### config.mk
export PLATFORM = sky130hd
export DESIGN_NAME = ysyx_22050612_decode_stage
export DESIGN_NICKNAME = d
export VERILOG_FILES = /design/src/rtl/ysyx_22050612_decode_stage.sv
export SDC_FILE = /design/constraint.sdc
export NUM_CORES = 1
export LEC_CHECK = 0
export ABC_CLOCK_PERIOD_IN_PS = 1700
export BUFFER_PORTS_ARGS = -buffer_cell sky130_fd_sc_hd__buf_2
export CAP_MARGIN = 20
export CORE_AREA = 3 3 104 180
export DETAILED_ROUTE_END_ITERATION = 16
export DIE_AREA = 0 0 107 183
export GPL_TIMING_DRIVEN = 0
export PLACE_DENSITY = 0.81
export SYNTH_ARGS = -nofsm -noshare
export SYNTH_HDL_FRONTEND = slang
export SYNTH_SLANG_ARGS = --single-unit
### constraint.sdc
create_clock -name clk -period 1.7 [get_ports clk]
set_input_delay 0.34 -clock clk [delete_from_list [all_inputs] [get_ports clk]]
set_output_delay 0.34 -clock clk [all_outputs]
set_load 0.02 [all_outputs]
### src/rtl/ysyx_22050612_decode_stage.sv
// RV32/RV64 IM decode stage: combinational decode of the incoming word into a
// valid/ready pipeline register, plus a wrapping count of instructions handed on.
module ysyx_22050612_decode_stage #(
  parameter int XLEN  = 64,
  parameter int CNT_W = 32
) (
  input  logic             clk,
  input  logic             rst_n,
  input  logic             in_valid,
  output logic             in_ready,
  input  logic [31:0]      in_inst,
  input  logic [XLEN-1:0]  in_pc,
  input  logic             flush,
  output logic             out_valid,
  input  logic             out_ready,
  output logic [XLEN-1:0]  out_pc,
  output logic [31:0]      out_inst,
  output logic [XLEN-1:0]  out_imm,
  output logic [2:0]       out_fmt,
  output logic [4:0]       out_rd,
  output logic [4:0]       out_rs1,
  output logic [4:0]       out_rs2,
  output logic             out_wen,
  output logic             out_ebreak,
  output logic             out_illegal,
  output logic [CNT_W-1:0] decode_cnt
);

  localparam logic [6:0] OP_LUI    = 7'b0110111;
  localparam logic [6:0] OP_AUIPC  = 7'b0010111;
  localparam logic [6:0] OP_JAL    = 7'b1101111;
  localparam logic [6:0] OP_JALR   = 7'b1100111;
  localparam logic [6:0] OP_BRANCH = 7'b1100011;
  localparam logic [6:0] OP_LOAD   = 7'b0000011;
  localparam logic [6:0] OP_STORE  = 7'b0100011;
  localparam logic [6:0] OP_IMM    = 7'b0010011;
  localparam logic [6:0] OP_IMM_32 = 7'b0011011;
  localparam logic [6:0] OP_OP     = 7'b0110011;
  localparam logic [6:0] OP_32     = 7'b0111011;
  localparam logic [6:0] OP_FENCE  = 7'b0001111;
  localparam logic [6:0] OP_SYSTEM = 7'b1110011;

  localparam logic [31:0] INST_ECALL  = 32'h0000_0073;
  localparam logic [31:0] INST_EBREAK = 32'h0010_0073;

  localparam logic [2:0] FMT_R = 3'd0;
  localparam logic [2:0] FMT_I = 3'd1;
  localparam logic [2:0] FMT_S = 3'd2;
  localparam logic [2:0] FMT_B = 3'd3;
  localparam logic [2:0] FMT_U = 3'd4;
  localparam logic [2:0] FMT_J = 3'd5;

  localparam logic is64 = (XLEN == 64);

  logic [6:0] opcode;
  logic [2:0] funct3;
  logic [6:0] funct7;
  logic       legal;
  logic       is_shift;
  logic       no_wb;
  logic [2:0] fmt;

  assign opcode = in_inst[6:0];
  assign funct3 = in_inst[14:12];
  assign funct7 = in_inst[31:25];

  always_comb begin
    legal    = 1'b0;
    fmt      = FMT_I;
    is_shift = 1'b0;
    no_wb    = 1'b0;
    case (opcode)
      OP_LUI, OP_AUIPC: begin
        legal = 1'b1;
        fmt   = FMT_U;
      end
      OP_JAL: begin
        legal = 1'b1;
        fmt   = FMT_J;
      end
      OP_JALR:   legal = (funct3 == 3'b000);
      OP_BRANCH: begin
        legal = (funct3[2:1] != 2'b01);
        fmt   = FMT_B;
      end
      OP_LOAD:   legal = (funct3 != 3'b111) && (is64 || (funct3 != 3'b011 && funct3 != 3'b110));
      OP_STORE: begin
        legal = !funct3[2] && (is64 || funct3[1:0] != 2'b11);
        fmt   = FMT_S;
      end
      OP_IMM: begin
        if (funct3[1:0] == 2'b01) begin
          // RV32 has only a 5-bit shamt, so inst[25] must stay clear there
          is_shift = 1'b1;
          legal    = (in_inst[31:26] == 6'b000000 ||
                      (funct3[2] && in_inst[31:26] == 6'b010000)) &&
                     (is64 || !in_inst[25]);
        end else begin
          legal = 1'b1;
        end
      end
      OP_IMM_32: legal = is64 && (funct3 == 3'b000 ||
                                  (funct3 == 3'b001 && funct7 == 7'b0000000) ||
                                  (funct3 == 3'b101 && (funct7 == 7'b0000000 || funct7 == 7'b0100000)));
      OP_OP: begin
        fmt   = FMT_R;
        legal = funct7 == 7'b0000000 || funct7 == 7'b0000001 ||
                (funct7 == 7'b0100000 && (funct3 == 3'b000 || funct3 == 3'b101));
      end
      OP_32: begin
        fmt   = FMT_R;
        legal = is64 && (
                  (funct7 == 7'b0000000 && (funct3 == 3'b000 || funct3 == 3'b001 || funct3 == 3'b101)) ||
                  (funct7 == 7'b0100000 && (funct3 == 3'b000 || funct3 == 3'b101)) ||
                  (funct7 == 7'b0000001 && (funct3 == 3'b000 || funct3[2])));
      end
      OP_FENCE: begin
        legal = 1'b1;
        no_wb = 1'b1;
      end
      OP_SYSTEM: begin
        legal = (in_inst == INST_ECALL) || (in_inst == INST_EBREAK);
        no_wb = 1'b1;
      end
      default: legal = 1'b0;
    endcase
  end

  logic [XLEN-1:0] imm_i, imm_s, imm_b, imm_u, imm_j, imm_sh, imm_sel;

  assign imm_i  = XLEN'($signed(in_inst[31:20]));
  assign imm_s  = XLEN'($signed({in_inst[31:25], in_inst[11:7]}));
  assign imm_b  = XLEN'($signed({in_inst[31], in_inst[7], in_inst[30:25], in_inst[11:8], 1'b0}));
  assign imm_u  = XLEN'($signed({in_inst[31:12], 12'b0}));
  assign imm_j  = XLEN'($signed({in_inst[31], in_inst[19:12], in_inst[20], in_inst[30:21], 1'b0}));
  assign imm_sh = XLEN'({is64 & in_inst[25], in_inst[24:20]});

  always_comb begin
    imm_sel = '0;
    case (fmt)
      FMT_I:   imm_sel = is_shift ? imm_sh : imm_i;
      FMT_S:   imm_sel = imm_s;
      FMT_B:   imm_sel = imm_b;
      FMT_U:   imm_sel = imm_u;
      FMT_J:   imm_sel = imm_j;
      default: imm_sel = '0;
    endcase
  end

  logic accept;
  logic handoff;

  assign in_ready = !out_valid || out_ready;
  assign accept   = in_valid && in_ready;
  assign handoff  = out_valid && out_ready;

  // flush beats a same-cycle accept, but a handoff in that cycle still counts
  always_ff @(posedge clk or negedge rst_n) begin
    if (!rst_n) begin
      out_valid   <= 1'b0;
      out_pc      <= '0;
      out_inst    <= '0;
      out_imm     <= '0;
      out_fmt     <= '0;
      out_rd      <= '0;
      out_rs1     <= '0;
      out_rs2     <= '0;
      out_wen     <= 1'b0;
      out_ebreak  <= 1'b0;
      out_illegal <= 1'b0;
      decode_cnt  <= '0;
    end else begin
      if (handoff) decode_cnt <= decode_cnt + CNT_W'(1);

      if (flush)        out_valid <= 1'b0;
      else if (accept)  out_valid <= 1'b1;
      else if (handoff) out_valid <= 1'b0;

      if (accept && !flush) begin
        out_pc      <= in_pc;
        out_inst    <= in_inst;
        out_imm     <= legal ? imm_sel : '0;
        out_fmt     <= legal ? fmt : FMT_R;
        out_rd      <= in_inst[11:7];
        out_rs1     <= in_inst[19:15];
        out_rs2     <= in_inst[24:20];
        out_wen     <= legal && !no_wb && (in_inst[11:7] != 5'd0) && fmt != FMT_S && fmt != FMT_B;
        out_ebreak  <= (in_inst == INST_EBREAK);
        out_illegal <= !legal;
      end
    end
  end

endmodule
==> results_dict.tcl <==
set metrics [dict create \
    core_area_um2 17540 \
    synth-edff-count 0 \
    p_sw_w 0.003571 \
    critPathSlowestCell "or4_4" \
    num_rows 64 \
    io_pins 316 \
    area_growth_pct 45.02 \
    yosys_warnings 0 \
    synth_area_um2 7582 \
    p_int_w 0.007475 \
    nets 1265 \
    io_buffers 313 \
    initial_utilization_pct 43.24 \
    max_cap_violations 0 \
    fin_ws_ns -0.2302 \
    die_height_um 183 \
    routedWlPerCell_um 19.29 \
    power.density_nw_per_um2 1005 \
    cts_inserted_buffers 17 \
    clockPowerShare_pct 34.2 \
    clkLatencyLatePin_ns 0.43 \
    hold_path.class "input port to register" \
    clockBufferDepth 2 \
    fin_crit_sh_pct 113.5 \
    synth.distinct_cells 54 \
    die_area_um2 19580 \
    grt_max_degree 91 \
    firstDrtPassIters 5 \
    worst_pin_slew_ns 0.6257 \
    outcome "finished with violations" \
    async_reset_ff_share_pct 100.0 \
    worstPathRequired_ns 2.06 \
    max_freq_ghz 0.5181 \
    final_cells 1407 \
    path_cells "buf_8, or4_4, nor2_4, o311ai_4, a2111oi_4, a211o_1, buf_6, buf_8, a32o_1" \
    synth_seq_area_share_pct 55.12 \
    syn_inst 798 \
    drc 0 \
    clock_skew_ns 0.008880 \
    drt_iter0_markers 509 \
    clock_sinks 167 \
    drive_gt1_share_pct 43.03 \
    grt-ovfl-total 0 \
    vias 7409 \
    yosys-top-cells-area "dfrtp_1 (55%), nand2_1 (15%), buf_4 (4.7%)" \
    start_kind "input port" \
    seq_power_share_pct 42.6 \
    h-tree-depth 4 \
    violations "negative setup slack" \
    ys.flop_type "dfrtp_1" \
    dpl-instance-area_um2 9530 \
    syn_avg_cell_area_um2 9.502 \
    yosysTopAreaCellShare_pct 55.12 \
    slowest_delay_ns 0.58 \
    grt_pass1_vias 7364 \
    yosysTopAreaCell "dfrtp_1" \
    n_antenna_cell 0 \
    final_max_slew_viol_count 0 \
    crit_type "input port to register" \
    grtUsageTotal_pct 26.91 \
    die_w_um 107 \
    crit_fanout 10 \
    finalWirelength_um 27150 \
    setup_viol 68 \
    dp_hpwl_um 18980 \
    post-route-min-period_ns 1.930 \
    cp.arrival_ns 2.29 \
    vias_per_cell 5.266 \
    ant_nets 0 \
    rsz0062_at_grt "yes" \
    finalHoldViolCount 0 \
    grt_pass1_wl_um 40650 \
    swShare_pct 32.32 \
    cts_tree "built" \
    ir_worst_vdd_mv 0.6611 \
    leakage_nw 6.120 \
    power_frac_comb_pct 23.2 \
    clk_pin_slew_ns 0.07 \
    dp.cells 1343 \
    post-route-cell-area_um2 11000 \
    gp_congestion 0.9098 \
    antenna_found_initial 0 \
    ys_seq_elements 167 \
    end_kind "register" \
    syn_nets 900 \
    cts_root_buf "clkbuf_16" \
    cpMostUsedCell "buf_8" \
    slew_headroom_pct 58.29 \
]
kinds of logic after synthesis:
| kind of cell | Yosys count | share of synthesized area, % |
|---|---|---|
| buffers and inverters | 96 | 7.739 |
| flip-flops | 167 | 55.12 |
| multiplexers | 2 | 0.2970 |
| adder cells (fa/ha/maj) | 1 | 0.1650 |
| AND/OR/NAND/NOR | 410 | 23.15 |
| XOR/XNOR | 32 | 3.696 |
| AO/OA/AOI/OAI | 90 | 9.835 |
registers in the layout (all words and copies together), names as in the netlist:
| name | flops |
|---|---|
| decode_cnt | 32 |
| out_ebreak | 1 |
| out_fmt | 3 |
| out_illegal | 1 |
| out_imm | 32 |
| out_inst | 32 |
| out_pc | 64 |
| out_valid | 1 |
| out_wen | 1 |
path summary, 6_finish.rpt:
path                                   from     endpoint  slack, ns  cells after the start
worst max-delay path            in_inst[26]  out_imm[12]      -0.23                      9
worst min-delay path               in_pc[0]    out_pc[0]       0.11                      3
worst max register to register    out_valid  out_imm[27]      -0.11                      7
worst min register to register   out_pc[16]   out_pc[16]       0.47                      2
max in group asynchronous             rst_n   out_pc[14]       0.38                      3
min in group asynchronous             rst_n   out_pc[50]       0.47                      2
metrics by stage:
stage               worst slack [ns]  util (%)  setup TNS [ns]  hold slack [ns]  power, W
floorplan                    -0.3223         -          -10.82          0.04441  0.006074
global placement              -2.556     54.13         -449.03           0.4519  0.007052
detailed placement           -0.7723     54.35          -73.22           0.3573  0.007127
CTS                          -0.1843     61.79          -6.791          0.09131   0.01104
global route                 -0.2630     62.70          -10.53          0.09581   0.01153
finish                       -0.2302     62.70          -8.577           0.1063   0.01105
metal layers:
layer / global-route usage, % / routed length (um) / vias up
li1: - / - / 3357
met1: 29.84 / 9848 / 3595
met2: 48.66 / 14380 / 378
met3: 4.931 / 1702 / 79
met4: 13.62 / 1217 / 0
met5: 0 / 0 / -
cell type report:
| cell class | instances | area (um^2) |
|---|---|---|
| flip-flops and latches | 167 | 4188 |
| fillers | 1460 | 6541 |
| clock inverters | 12 | 120.1 |
| plain buffers | 88 | 759.5 |
| repair buffers | 347 | 2173 |
| inverters | 5 | 18.77 |
| multi-input cells | 537 | 2990 |
| well taps | 231 | 289.0 |
| clock buffers | 20 | 456.7 |
timing repair:
action | 4_1_cts | 5_1_grt
gates resized for setup | 151 | 36
endpoints found under the setup margin | 187 | 133
buffers inserted | 18 | 10
pin swaps | 10 | 6
hold endpoints to repair | 77 | 0
gates cloned | 5 | 2
hold buffers | 1 | 0
power by group through the flow:
stage	Clock [W]	Sequential, W	Combinational [W]
after floorplan	0	0.00526	0.000813
after global placement	0	0.00474	0.00231
after detailed placement	0	0.00477	0.00236
after CTS	0.00384	0.00469	0.00250
after global routing	0.00402	0.00475	0.00275
final	0.00378	0.00470	0.00256
critical path, delay by kind of cell:
kind	cells	cell delay, ns
compound gates	4	0.78
buf+inv	3	0.41
simple gates	2	0.73
cell usage after synthesis, types with 8 or more instances:
master and number:
clkbuf_1 26, xor2_1 9, nand3_1 11, nand4_1 12, a21o_1 20, nand2_1 310
nor2_1 24, a22o_1 9, a32o_1 30, dfrtp_1 167, o21ai_0 12, nor3_1 8
buf_4 47, and3_1 10, xnor2_1 23
layout by cell type, fill, tap and decap left out, types with 3 or more instances in the layout:
cell       count
nand2_1      309
buf_2        290
dfrtp_1      162
buf_6         68
buf_4         41
a32o_1        30
xnor2_1       23
a21o_1        20
nor2_1        18
clkbuf_16     18
clkbuf_4      14
nand4_1       12
o21ai_0       11
xor2_1         9
nand3_1        9
and3_1         9
a22o_1         9
inv_1          5
nor2b_1        5
nor3_1         5
buf_8          5
clkbuf_2       5
clkinv_4       5
nor2_2         4
clkbuf_1       4
dfrtp_2        4
and2_1         3
nor2_4         3
nand3_2        3
clkbuf_8       3
buf_16         3
buf_12         3
Power figures use the tool's default switching activity.
